===== src/rtl/pal_video_timing.sv =====
// rtl/pal_video_timing.sv - progressive PAL 720x576p50 timing generator gated by PLL lock
// Optional frame counter output enabled by PAL_TIMING_FRAME_COUNT_EN.
module pal_video_timing #(
  parameter int H_ACTIVE      = 720,
  parameter int H_FP          = 12,
  parameter int H_SYNC        = 64,
  parameter int H_BP          = 68,
  parameter int V_ACTIVE      = 576,
  parameter int V_FP          = 5,
  parameter int V_SYNC        = 5,
  parameter int V_BP          = 39,
  parameter bit SYNC_NEG      = 1'b1,
  parameter int SETTLE_CYCLES = 1024
) (
  input  logic       clk,
  input  logic       resetn,
  input  logic       pll_locked,
  output logic       hsync,
  output logic       vsync,
  output logic       de,
  output logic [9:0] x,
  output logic [9:0] y,
  output logic       line_start,
  output logic       frame_start,
  output logic       running
`ifdef PAL_TIMING_FRAME_COUNT_EN
  ,
  output logic [7:0] frame_count
`endif
);

  localparam int H_TOTAL = H_ACTIVE + H_FP + H_SYNC + H_BP;
  localparam int V_TOTAL = V_ACTIVE + V_FP + V_SYNC + V_BP;
  localparam int SW      = (SETTLE_CYCLES > 1) ? $clog2(SETTLE_CYCLES) : 1;

  generate
    if (H_TOTAL > 1024 || V_TOTAL > 1024 || SETTLE_CYCLES < 1) begin : g_bad_params
      $error("pal_video_timing: totals must be <= 1024 and SETTLE_CYCLES >= 1");
    end
  endgenerate

  // 11-bit decode constants so a sync end of exactly 1024 does not wrap
  localparam logic [10:0] H_ACT   = 11'(H_ACTIVE);
  localparam logic [10:0] HS_BEG  = 11'(H_ACTIVE + H_FP);
  localparam logic [10:0] HS_END  = 11'(H_ACTIVE + H_FP + H_SYNC);
  localparam logic [10:0] V_ACT   = 11'(V_ACTIVE);
  localparam logic [10:0] VS_BEG  = 11'(V_ACTIVE + V_FP);
  localparam logic [10:0] VS_END  = 11'(V_ACTIVE + V_FP + V_SYNC);
  localparam logic [9:0]  H_LAST  = 10'(H_TOTAL - 1);
  localparam logic [9:0]  V_LAST  = 10'(V_TOTAL - 1);
  localparam logic [SW-1:0] S_LAST = SW'(SETTLE_CYCLES - 1);
  localparam logic SYNC_IDLE = SYNC_NEG;
  localparam logic SYNC_ACT  = ~SYNC_NEG;

  typedef enum logic [1:0] {WAIT_LOCK, SETTLE, RUN} state_t;

  state_t        state;
  logic          lk_meta, lk;
  logic [SW-1:0] scnt;
  logic [9:0]    h, v;
  logic [10:0]   h11, v11;

  assign h11 = {1'b0, h};
  assign v11 = {1'b0, v};

  always_ff @(posedge clk or negedge resetn) begin
    if (!resetn) begin
      lk_meta     <= 1'b0;
      lk          <= 1'b0;
      state       <= WAIT_LOCK;
      scnt        <= '0;
      h           <= '0;
      v           <= '0;
      x           <= '0;
      y           <= '0;
      de          <= 1'b0;
      hsync       <= SYNC_IDLE;
      vsync       <= SYNC_IDLE;
      line_start  <= 1'b0;
      frame_start <= 1'b0;
      running     <= 1'b0;
`ifdef PAL_TIMING_FRAME_COUNT_EN
      frame_count <= '0;
`endif
    end else begin
      lk_meta <= pll_locked;
      lk      <= lk_meta;

      // Idle outputs unless the RUN branch below overrides them
      x           <= '0;
      y           <= '0;
      de          <= 1'b0;
      hsync       <= SYNC_IDLE;
      vsync       <= SYNC_IDLE;
      line_start  <= 1'b0;
      frame_start <= 1'b0;
      running     <= 1'b0;
`ifdef PAL_TIMING_FRAME_COUNT_EN
      frame_count <= '0;
`endif

      if (!lk) begin
        state <= WAIT_LOCK;
        scnt  <= '0;
        h     <= '0;
        v     <= '0;
      end else begin
        case (state)
          WAIT_LOCK: begin
            state <= SETTLE;
            scnt  <= '0;
          end
          SETTLE: begin
            if (scnt == S_LAST) begin
              state <= RUN;
              h     <= '0;
              v     <= '0;
            end else begin
              scnt <= scnt + SW'(1);
            end
          end
          RUN: begin
            x           <= h;
            y           <= v;
            de          <= (h11 < H_ACT) && (v11 < V_ACT);
            hsync       <= (h11 >= HS_BEG && h11 < HS_END) ? SYNC_ACT : SYNC_IDLE;
            vsync       <= (v11 >= VS_BEG && v11 < VS_END) ? SYNC_ACT : SYNC_IDLE;
            line_start  <= (h == 10'd0);
            frame_start <= (h == 10'd0) && (v == 10'd0);
            running     <= 1'b1;
`ifdef PAL_TIMING_FRAME_COUNT_EN
            frame_count <= (h == 10'd0 && v == 10'd0) ? frame_count + 8'd1 : frame_count;
`endif
            if (h == H_LAST) begin
              h <= '0;
              v <= (v == V_LAST) ? 10'd0 : v + 10'd1;
            end else begin
              h <= h + 10'd1;
            end
          end
          default: state <= WAIT_LOCK;
        endcase
      end
    end
  end

endmodule


===== config.mk =====
export PLATFORM = sky130hd
export DESIGN_NAME = pal_video_timing
export DESIGN_NICKNAME = d
export VERILOG_FILES = /design/src/rtl/pal_video_timing.sv
export SDC_FILE = /design/constraint.sdc
export NUM_CORES = 1
export LEC_CHECK = 0
export BUFFER_PORTS_ARGS = -buffer_cell sky130_fd_sc_hd__buf_2
export CAP_MARGIN = 10
export CORE_AREA = 4 4 77 79
export CTS_CLUSTER_DIAMETER = 150
export DETAILED_ROUTE_END_ITERATION = 7
export DIE_AREA = 0 0 81 83
export GPL_ROUTABILITY_DRIVEN = 0
export PLACE_DENSITY = 0.78
export SYNTH_ARGS = -nofsm -noshare
export SYNTH_HDL_FRONTEND = slang
export SYNTH_SLANG_ARGS = --single-unit

===== constraint.sdc =====
create_clock -name clk -period 2.5 [get_ports clk]
set_clock_uncertainty 0.1 [all_clocks]
set_input_delay 0.5 -clock clk [delete_from_list [all_inputs] [get_ports clk]]
set_output_delay 0.5 -clock clk [all_outputs]
set_load 0.005 [all_outputs]

**Yosys cells after proc, flatten, opt, wreduce, memory -nomap -nowiden**

Index checks and enable logic that the tools add are counted.

- $lt $le $gt $ge: 6
- Reduce and logical (&&, ||, !) cells: 11
- Mux-type cells: 32
- Add/subtract/negate cells: 3
- Equality and inequality tests: 11

Operator list:

| operator | number |
|---|---|
| 10-bit two-way mux | 12 |
| 10-bit one-hot mux with 2 select lines | 3 |
| 10-bit < comparator, second input constant | 4 |
| 10-bit by 1-bit adder with 10-bit output, second input constant | 3 |
| 10-bit equality test, second input constant | 3 |
| 10-bit greater-or-equal comparator, second input constant | 2 |
| 10-bit logical NOT | 2 |
| 1-bit two-way mux | 14 |
| 3-bit inequality test, second input constant | 3 |
| 3-bit by 1-bit inequality test with 1-bit output, second input constant | 2 |
| 2-bit one-hot mux with 3 select lines | 1 |
| 2-bit AND reduction | 3 |
| 1-bit logical AND | 4 |
| 2-bit two-way mux | 2 |
| 3-bit AND reduction | 1 |
| 2-bit by 1-bit equality test with 1-bit output, second input constant | 1 |
| 2-bit equality test, second input constant | 1 |
| 2-bit logical NOT | 1 |
| 2-bit inequality test, second input constant | 1 |

- Output and inout port bits: 26
- Input port bits: 3
- Logic and storage cells: 77
- Register bits after elaboration: 60

**Longest topological paths before layout**

Gate-level depths: netlist of run 1.

- Word-level depth: 5
- Mapped depth: 7
- Depth with buffers taken out: 6

**Worst setup path after synthesis of run 1**

Ideal clock, no wire load.

- Path kind: register to register
- Start point: register h[0]
- End point: register h[0]
- Setup slack: 730 ps
- Clock period less this slack: 1,770 ps
- Arrival: 1,545 ps
- Cell stages (with the launch flop): 6
- Data required time: 2,275 ps
- Setup time: 125 ps
- Buffers on the path: 1
- Cell sequence: dfrtp_1 -> ha_1 -> nand3_2 -> o31a_2 -> buf_6 -> mux2_2

- Cells in the longest elaborated chain, start to end: 4
- Elaborated cells on any way between the ends: 5
- Those cells by class: add/sub (1); eq/ne (1); mux (3)

Ends and longest elaborated chain:

| what | line | text |
|---|---|---|
| start, declared | 60 | `logic [9:0] h, v;` |
| start signal, assigned | 138 | `h <= h + 10'd1;` |
| 10-bit by 1-bit adder with 10-bit output / 10-bit equality test (equally long branches) | 138, 134 |  |
| 10-bit two-way mux * | 134 | `if (h == H_LAST) begin` |
| 10-bit one-hot mux with 2 select lines * | 108 | `case (state)` |
| 10-bit two-way mux * | 102 | `if (!lk) begin` |

Mark *: on every way between the ends. The rest lies on a longest branch, timed or not.
A chain may end at the register's enable or synchronous reset.

**Worst setup path in the final report of run 1**

- Start point: register v[1]
- End point: register v[4]

- Cells in the longest elaborated chain, start to end: 5
- Elaborated cells on any way between the ends: 6
- Those cells by class: add/sub (1); eq/ne (1); mux (4)

Ends and longest elaborated chain:

| what | line | text |
|---|---|---|
| start, declared | 60 |  |
| start signal, assigned | 136 | `v <= (v == V_LAST) ? 10'd0 : v + 10'd1;` |
| 10-bit by 1-bit adder with 10-bit output / 10-bit equality test (equally long branches) | 136 |  |
| 10-bit two-way mux * | 136 |  |
| 10-bit two-way mux * | 134 |  |
| 10-bit one-hot mux with 2 select lines * | 108 |  |
| 10-bit two-way mux * | 102 |  |

Mark *: on every way between the ends. The rest lies on a longest branch, timed or not. The select of a mux whose other input is x is not followed.

==> results of run 1 <==
==> cells in the mapped netlist, drive strengths merged (5+ instances only) <==
cell type and number:
a21oi 15, a31oi 11, a41oi 5, and2 13, and3 8, buf 7, clkbuf 10, dfrtp 58
ha 6, inv 13, mux2i 5, nand2 23, nand3 15, nand4 13, nor2 24, o21ai 20
==> kinds of logic (layout without fill, tap and decap cells) <==
logic type,count (synthesis),count (layout),synth area share
AO/OA/AOI/OAI,70,70,0.1542
XOR/XNOR,1,1,0.002989
adder cells (fa/ha/maj),6,6,0.02562
buffers and inverters,30,60,0.04483
flip-flops,60,60,0.5132
multiplexers,6,6,0.02092
AND/OR/NAND/NOR,123,123,0.2383
==> path summary, 6_finish.rpt <==
path                            startpoint       to
worst max-delay path                  v[1]     v[4]
max in group asynchronous           resetn    hsync
worst min register to register     lk_meta       lk
worst min-delay path                resetn  scnt[2]
worst max register to register        v[1]     v[4]
min in group clk                pll_locked  lk_meta
==> stage by stage <==
step                instances  worst slack (ps)  power [mW]  instance area (sq um)
finish                    398             352.4       1.957                   3333
global route              398             146.5       2.018                   3333
CTS                       398             386.3       1.970                   3333
detailed placement        383             391.3       1.051                   3120
global placement          383             460.7       1.048                   3120
floorplan                 296             729.9       1.019                   2930
==> where the power goes <==
group | leakage (nW) | total [mW] | switching [mW] | internal, mW
combinational | 0.647 | 0.0487 | 0.0344 | 0.0143
sequential | 0.824 | 0.984 | 0.00846 | 0.975
clock | 0.109 | 0.925 | 0.360 | 0.564
==> worst max-delay path, stage by stage (launching register included) <==
cell      delay (ps)
dfrtp_1          440
inv_1            140
ha_1             170
nor3b_1          310
nand4_1          430
nand2_1          280
o221ai_1         150
==> metal layers <==
metal,wire [um],global-route usage,vias up
met3,339,0.04338,13
li1,-,-,1128
met4,109,0.1183,0
met1,2799,0.2928,1170
met2,3155,0.3144,77
met5,0,0,-
==> cell type report <==
cell class	instances	area share
Clock buffer	14	0.05480
Timing Repair Buffer	32	0.05480
Multi-Input combinational cell	206	0.3885
Tap cell	72	0.02703
Inverter	13	0.01464
Sequential cell	60	0.4512
Clock inverter	1	0.009009
==> sequential cells by signal, summed over array words and instances, names as in the netlist, 2 cells and up <==
name,count
scnt,10
y,10
v,10
state,2
h,10
x,10
==> impl_metrics.csv, run 1 <==
group,metric,value,unit
yosys,synth_area_leader_cell,"dfrtp_1",
drt,dr.pass1.iters,4,
timing,fin_crit,2148,ps
drt,dr.first_iter.drc_count,133,
final_layout,area_delta_synth_final,13.75,%
drt,vias,2388,
drt,avgRoutedWirePerCell,16.09,um
critical_path,worstSetupPathType,"reg2reg",
timing,fin_crit_sh,0.8590,
final_layout,layout.nets,331,
placement,dp_hpwl,4322,um
final_layout,ff_latch_area,0.001504,sq mm
clock_network,clock_path_buffers,2,
run_status,outcome,"complete, no violations",
final_layout,multi_input_area,0.001295,sq mm
yosys,synthCells,296,
critical_path,end_kind,"flip-flop",
timing,setup_viol,0,
clock_network,cts_resized,0,
yosys,netlist.area_leader.share,0.4953,
clock_network,numCtsBuffers,9,
critical_path,worstPathMaxFanout,10,
die,pin_count,29,
timing,setup_tns,0,ps
clock_network,htree_levels,3,
yosys,ys_types,54,
final_layout,antennaDiodeCount,0,
timing,holdWs,61.59,ps
clock_network,insertion_delay,340,ps
power,leakage,1.580,nW
final_layout,final_cell_mix,"58 x dfrtp_1, 28 x buf_2, 24 x nor2_1",
critical_path,ff2ff_setup_slack,350,ps
die,dieArea,0.006723,sq mm
final_layout,layout-drive-gt1-share,0.1810,
drt,drc,0,
critical_path,cp.required,2610,ps
clock_network,clock_sinks,60,
die,coreArea,0.005338,sq mm
yosys,ys_warn_count,0,
die,die_w,81,um
drt,antenna_left,0,
clock_network,clk_pin_slew,60,ps
hold_path,hold_path_class,"in2async",
yosys,ys_seq_area_frac,0.5132,
critical_path,worst_r2r_path_depth,6,
die,dieHeight,83,um
timing,fmaxAchievable,465.6,MHz
critical_path,start_kind,"flip-flop",
yosys,synth_fp_nets,305,
global_routing,grt_pass1_wl,11090,um
yosys,async_flop_share,1.000,
drt,drt_wl_total,6404,um
yosys,ys.flop_type,"dfrtp_1",
timing,hold_viol,0,
job,maxCapViolations,0,
clock_network,cts_setup_buffers,0,
yosys,syn_area,0.002930,sq mm
yosys,synth_edf_count,0,
final_layout,finish.utilization,0.6245,
yosys,synthTopCellsByArea,"dfrtp_1 50%, o21ai_0 3.4%, nor2_1 3.1%, nand2_1 2.9%, and2_1 2.6%",
global_routing,grt_max_degree,36,
timing,worstMarginPinSlew,788.8,ps
global_routing,grt_pass1_vias,2290,
timing,maxSlewViolCount,0,
clock_network,root_buffer,"clkbuf_8",
global_routing,grt_overflow,0,
power,power_density,587.1,mW/mm^2
global_routing,grt_usage,0.2138,
yosys,synth_area_per_cell,9.900,sq um
yosys,ys_ff_latch,60,
critical_path,critPathArrivalTime,2250,ps
clock_network,cts_tree,"built",
drt,viasPerCell,6.000,
power,irDropWorstVdd,0.3605,mV
global_routing,grt_antenna_before_repair,0,
final_layout,final_common_cell,"dfrtp_1",
placement,portBuffers,28,
final_layout,fill_cells,478,
timing,relSlewSlack,0.4672,
clock_network,holdBufCountCts,0,
die,rows,27,
timing,rsz0062_at_grt,"false",
die,initial_utilization,0.5490,
Note: power is estimated with default switching activity, not from simulation.
==> inputs of run 2 (changes only) <==
Settings changed: ABC_AREA from default to 1, HOLD_SLACK_MARGIN from default to 0.03, PLACE_DENSITY 0.78 to 0.8.
==> impl_metrics.csv, run 2 <==
group,metric,value,unit
critical_path,crit_top_cell,"nand2_1",
yosys,synth_area_leader_cell,"dfrtp_1",
placement,portBuffers,28,
critical_path,worstSetupPathType,"reg2reg",
critical_path,cpPeakStageDelay,430,ps
die,pin_count,29,
yosys,synth_area_per_cell,7.877,sq um
drt,dr.pass1.iters,5,
timing,maxSlewViolCount,0,
yosys,synthCells,386,
clock_network,numCtsBuffers,9,
drt,avgRoutedWirePerCell,12.42,um
placement,place_inst,478,
die,dieArea,0.006723,sq mm
die,rows,27,
power,irDropWorstVdd,0.2690,mV
final_layout,layout-drive-gt1-share,0.1540,
die,dieHeight,83,um
power,power,2.060,mW
drt,antenna_left,0,
global_routing,grt_overflow,0,
timing,fmaxAchievable,528.7,MHz
critical_path,path_cells,"ha_1, nand2_2, nor2_4, nand4_1, nand2_1, nand2_1, nand2_1, o21ai_0",
yosys,ys_warn_count,0,
final_layout,final_common_cell,"nand2_1",
power,pwr-share-clk,0.452,
final_layout,final_cell_mix,"99 x nand2_1, 58 x dfrtp_1, 56 x nor2_1",
global_routing,grt_pass1_wl,10940,um
yosys,netlist.area_leader.share,0.4774,
critical_path,cp_num_buf_inv,0,
placement,dp_hpwl,4348,um
critical_path,crit_family,"simple AND/OR/NAND/NOR gates",
clock_network,cts_resized,0,
hold_path,hold_path_class,"in2async",
drt,drt_wl_total,6134,um
final_layout,design_area,0.003461,sq mm
timing,setup_viol,0,
yosys,ys_ff_latch,60,
clock_network,clock_path_buffers,2,
placement,dpl_cell_area,0.003239,sq mm
timing,hold_viol,0,
clock_network,root_buffer,"clkbuf_8",
timing,worstMarginPinSlew,725.1,ps
yosys,ys_seq_area_frac,0.4947,
timing,fin_crit,1891,ps
timing,setup_tns,0,ps
critical_path,cp.required,2610,ps
yosys,syn_area,0.003040,sq mm
yosys,ys.flop_type,"dfrtp_1",
clock_network,htree_levels,3,
power,leakage,1.743,nW
timing,fin_crit_sh,0.7566,
final_layout,area_delta_synth_final,13.83,%
critical_path,critPathArrivalTime,2000,ps
drt,vias,2562,
clock_network,clock_sinks,60,
clock_network,clk_pin_slew,70,ps
power,power_density,595.3,mW/mm^2
clock_network,cts_tree,"built",
clock_network,insertion_delay,340,ps
power,comb_power_share,0.063,
clock_network,holdBufCountCts,0,
timing,relSlewSlack,0.5161,
yosys,synthTopCellsByCount,"99 x nand2_1, 58 x dfrtp_1, 56 x nor2_1",
yosys,synthTopCellsByArea,"dfrtp_1 48%, nand2_1 12%, nand3_1 6.9%, nor2_1 6.9%, inv_1 5.3%",
final_layout,fin_cells,494,
yosys,synth_edf_count,0,
yosys,synth_fp_nets,395,
power,power_frac_seq,0.485,
critical_path,end_kind,"flip-flop",
power,p_int,1.583,mW
drt,viasPerCell,5.186,
yosys,async_flop_share,1.000,
timing,rsz0062_at_grt,"false",
drt,drc,0,
yosys,yosysMostFrequentCell,"nand2_1",
final_layout,antennaDiodeCount,0,
final_layout,layout.nets,426,
global_routing,grt_usage,0.2068,
job,maxCapViolations,0,
global_routing,grt_max_degree,32,
critical_path,start_kind,"flip-flop",
critical_path,ff2ff_setup_slack,610,ps
yosys,ys_types,28,
die,coreArea,0.005338,sq mm
die,initial_utilization,0.5696,
timing,holdWs,79.87,ps
clock_network,cts_setup_buffers,0,
critical_path,worstPathMaxFanout,12,
power,p_sw_frac,0.2316,
run_status,outcome,"complete, no violations",
global_routing,grt_pass1_vias,2487,
critical_path,slowest_stage,"dfrtp_1",
die,die_w,81,um
drt,dr.first_iter.drc_count,314,
power,netSwitchingPower,0.4772,mW
global_routing,grt_antenna_before_repair,0,
[run 2: cell count changes in the layout (fill, tap and decap cells not counted), moves of 4 or more]
cell / delta
and3_1: -7
o21ai_2: +4
o31ai_1: -4
and2_1: -11
inv_1: +30
a41oi_1: -5
a21oi_1: -7
a31oi_1: -10
nand3_1: +28
mux2i_1: -5
nand2_1: +76
nand2b_1: -4
nor2_1: +32
[run 2: logic make-up after synthesis]
family | count (synthesis) | share of synthesized area
AO/OA/AOI/OAI | 33 | 0.06173
adder cells (fa/ha/maj) | 6 | 0.02469
flip-flops | 60 | 0.4946
XOR/XNOR | 5 | 0.01441
AND/OR/NAND/NOR | 226 | 0.3313
buffers and inverters | 56 | 0.07325
[run 2: path summary, 6_finish.rpt]
check                      endpoint       start  depth (start not counted)
max                         scnt[3]     scnt[0]                          8
min                            x[3]      resetn                          1
max reg2reg                 scnt[3]     scnt[0]                          8
min reg2reg                      lk     lk_meta                          0
max in group asynchronous   scnt[9]      resetn                          2
min in group clk            lk_meta  pll_locked                          1
[run 2: final cells by class]
class | count | area (sq um)
Clock buffer | 13 | 178.9
Sequential cell | 60 | 1504
Timing Repair Buffer | 31 | 162.7
Clock inverter | 3 | 42.54
Multi-Input combinational cell | 270 | 1314
Tap cell | 72 | 90.09
Fill cell | 468 | 1877
Inverter | 45 | 168.9
[run 2: worst reg2reg max path, delay by kind of cell (launching register included)]
kind            cells  cell delay, ps
fa+ha+maj           1             230
flops               1             430
simple gates        6             940
compound gates      1              80
[run 2: stage by stage]
step	util	setup WS, ps
final	0.6484	608.6
after global routing	0.6484	421.3
after CTS	0.6484	611.2
after detailed placement	0.6069	630.7
after global placement	0.6069	698.1
after floorplan	-	921.2
[run 2: metal layers]
layer | vias to the layer above | share of wire | GRT usage
li1 | 1291 | - | -
met1 | 1175 | 0.45 | 0.2734
met2 | 85 | 0.47 | 0.3159
met3 | 11 | 0.065 | 0.04881
met4 | 0 | 0.016 | 0.09985
met5 | - | 0 | 0
[run 2: power by group through the flow]
| stage | logic [mW] | clock network (mW) | registers, mW |
|---|---|---|---|
| 3_3_place_gp | 0.127 | 0 | 1.02 |
| 6_report | 0.129 | 0.931 | 1.00 |
| 3_5_place_dp | 0.129 | 0 | 1.02 |
| 5_1_grt | 0.151 | 1.00 | 1.00 |
| 2_1_floorplan | 0.0856 | 0 | 1.02 |
| 4_1_cts | 0.129 | 0.946 | 1.00 |
==> inputs of run 3 (changes only) <==
Clock period 2.5 ns to 1.8 ns, I/O delays scaled along.
==> impl_metrics.csv, run 3 (same netlist as run 2, synthesis figures left out) <==
group,metric,value,unit
timing,hold_viol,0,
final_layout,ff_latch_area,0.001508,sq mm
critical_path,cpPeakStageDelay,450,ps
global_routing,grt.busiest_layer,"met2",
placement,portBuffers,28,
drt,dr.first_iter.drc_count,307,
final_layout,finish.utilization,0.6662,
critical_path,critPathArrivalTime,1840,ps
final_layout,fill_cells,460,
clock_network,numCtsBuffers,9,
global_routing,grt_pass1_wl,11090,um
power,netSwitchingPower,0.6918,mW
timing,fmaxAchievable,585.5,MHz
timing,worstMarginPinSlew,431.0,ps
global_routing,grt_usage,0.2120,
global_routing,grt_overflow,0,
global_routing,grt_antenna_before_repair,0,
drt,antenna_left,0,
die,rows,27,
final_layout,area_delta_synth_final,16.95,%
final_layout,final_common_cell,"nand2_1",
clock_network,htree_levels,3,
die,initial_utilization,0.5696,
die,coreArea,0.005338,sq mm
timing,fin_crit_sh,0.9488,
global_routing,grt_pass1_vias,2477,
drt,drc,0,
global_routing,grt_max_degree,22,
critical_path,crit_top_cell,"nand2_1",
critical_path,slowest_stage,"dfrtp_2",
power,leakage,1.769,nW
clock_network,clk_pin_slew,70,ps
timing,setup_viol,0,
drt,viasPerCell,5.297,
power,p_int,2.114,mW
die,dieArea,0.006723,sq mm
clock_network,clock_sinks,60,
global_routing,grt_util_met3,0.05423,
die,pin_count,29,
global_routing,gr-usage-met2,0.3196,
drt,dr.pass1.iters,6,
timing,relSlewSlack,0.7127,
timing,maxSlewViolCount,0,
power,power_frac_seq,0.496,
final_layout,multi_input_area,0.001341,sq mm
global_routing,grt_use_met1,0.2814,
clock_network,cts_tree,"built",
final_layout,antennaDiodeCount,0,
clock_network,insertion_delay,340,ps
drt,drt_wl_total,6450,um
run_status,outcome,"complete, no violations",
placement,dp_slack,69.55,ps
power,irDropWorstVdd,0.5044,mV
clock_network,root_buffer,"clkbuf_8",
critical_path,cp.required,1930,ps
power,p_sw_frac,0.2465,
timing,fin_crit,1708,ps
placement,dp_hpwl,4547,um
critical_path,end_kind,"flip-flop",
placement,dpl_cell_area,0.003302,sq mm
critical_path,path_cells,"ha_1, nand2_1, nor2_4, nand3_1, nand2_1, nand2_8, inv_2, nand2_1, nand2_1",
critical_path,worstSetupPathType,"reg2reg",
timing,setup_tns,0,ps
job,maxCapViolations,0,
timing,fin_ws,92.17,ps
critical_path,worstPathMaxFanout,17,
die,dieHeight,83,um
hold_path,hold_path_class,"reg2reg",
final_layout,layout-drive-gt1-share,0.1744,
power,comb_power_share,0.077,
final_layout,final_cell_mix,"98 x nand2_1, 56 x nor2_1, 55 x dfrtp_1",
power,pwr-share-clk,0.427,
drt,avgRoutedWirePerCell,12.85,um
die,die_w,81,um
critical_path,start_kind,"flip-flop",
final_layout,layout.nets,434,
clock_network,clock_path_buffers,2,
final_layout,design_area,0.003556,sq mm
drt,vias,2659,
power,power_density,789.1,mW/mm^2
## run 3: cell count changes in the layout (fill, tap and decap cells not counted), sizes merged
cell,before,now
clkbuf,13,12
clkinvlp,1,2
buf,31,37
dlygate4sd3,0,2
## run 3: layer usage
| metal | up-vias | share of wire |
|---|---|---|
| met5 | - | 0 |
| met4 | 0 | 0.025 |
| met3 | 17 | 0.069 |
| met2 | 108 | 0.47 |
| met1 | 1220 | 0.43 |
| li1 | 1314 | - |
## run 3: what timing repair did
action | CTS | global route
endpoints found under the setup margin | 0 | 20
resized for setup | 0 | 9
buffers inserted | 0 | 1
hold endpoints to repair | 16 | 0
hold buffers | 2 | 0
## run 3: worst paths after layout
| path | depth (start not counted) | slack (ps) | start | to |
|---|---|---|---|---|
| hold / removal | 0 | 250 | lk_meta | lk |
| setup reg to reg | 9 | 90 | h[0] | v[5] |
| min in group asynchronous | 2 | 380 | resetn | x[0] |
| hold reg to reg | 0 | 250 | lk_meta | lk |
| max in group asynchronous | 3 | 660 | resetn | vsync |
| setup / recovery | 9 | 90 | h[0] | v[5] |
## run 3: layout make-up
| cell class | count | share of cell area |
|---|---|---|
| clock buffers | 12 | 0.04082 |
| clock inverters | 4 | 0.01407 |
| inverters | 45 | 0.04750 |
| multi-input cells | 270 | 0.3772 |
| flip-flops and latches | 60 | 0.4240 |
| well taps | 72 | 0.02533 |
| repair buffers | 39 | 0.07108 |
## run 3: worst max-delay path: cells and delay by family, from the launching register on
kind | cells | cell delay [ps]
adders and majority gates | 1 | 230
buffers and inverters | 1 | 80
DFF | 1 | 450
and+or+nand+nor | 7 | 740
## run 3: stage by stage
step	power [mW]	hold WS [ps]	cells
floorplan	1.530	-35.59	386
global placement	1.611	214.5	483
detailed placement	1.617	219.0	483
CTS	2.817	252.7	501
global route	2.936	258.7	502
finish	2.806	250.8	502
## run 3: power groups by stage
stage                     Clock, mW  Combinational (mW)  Sequential, mW
final                          1.20               0.216            1.39
after global routing           1.30               0.246            1.39
after CTS                      1.22               0.208            1.39
after detailed placement          0               0.203            1.41
after global placement            0               0.198            1.41
after floorplan                   0               0.119            1.41
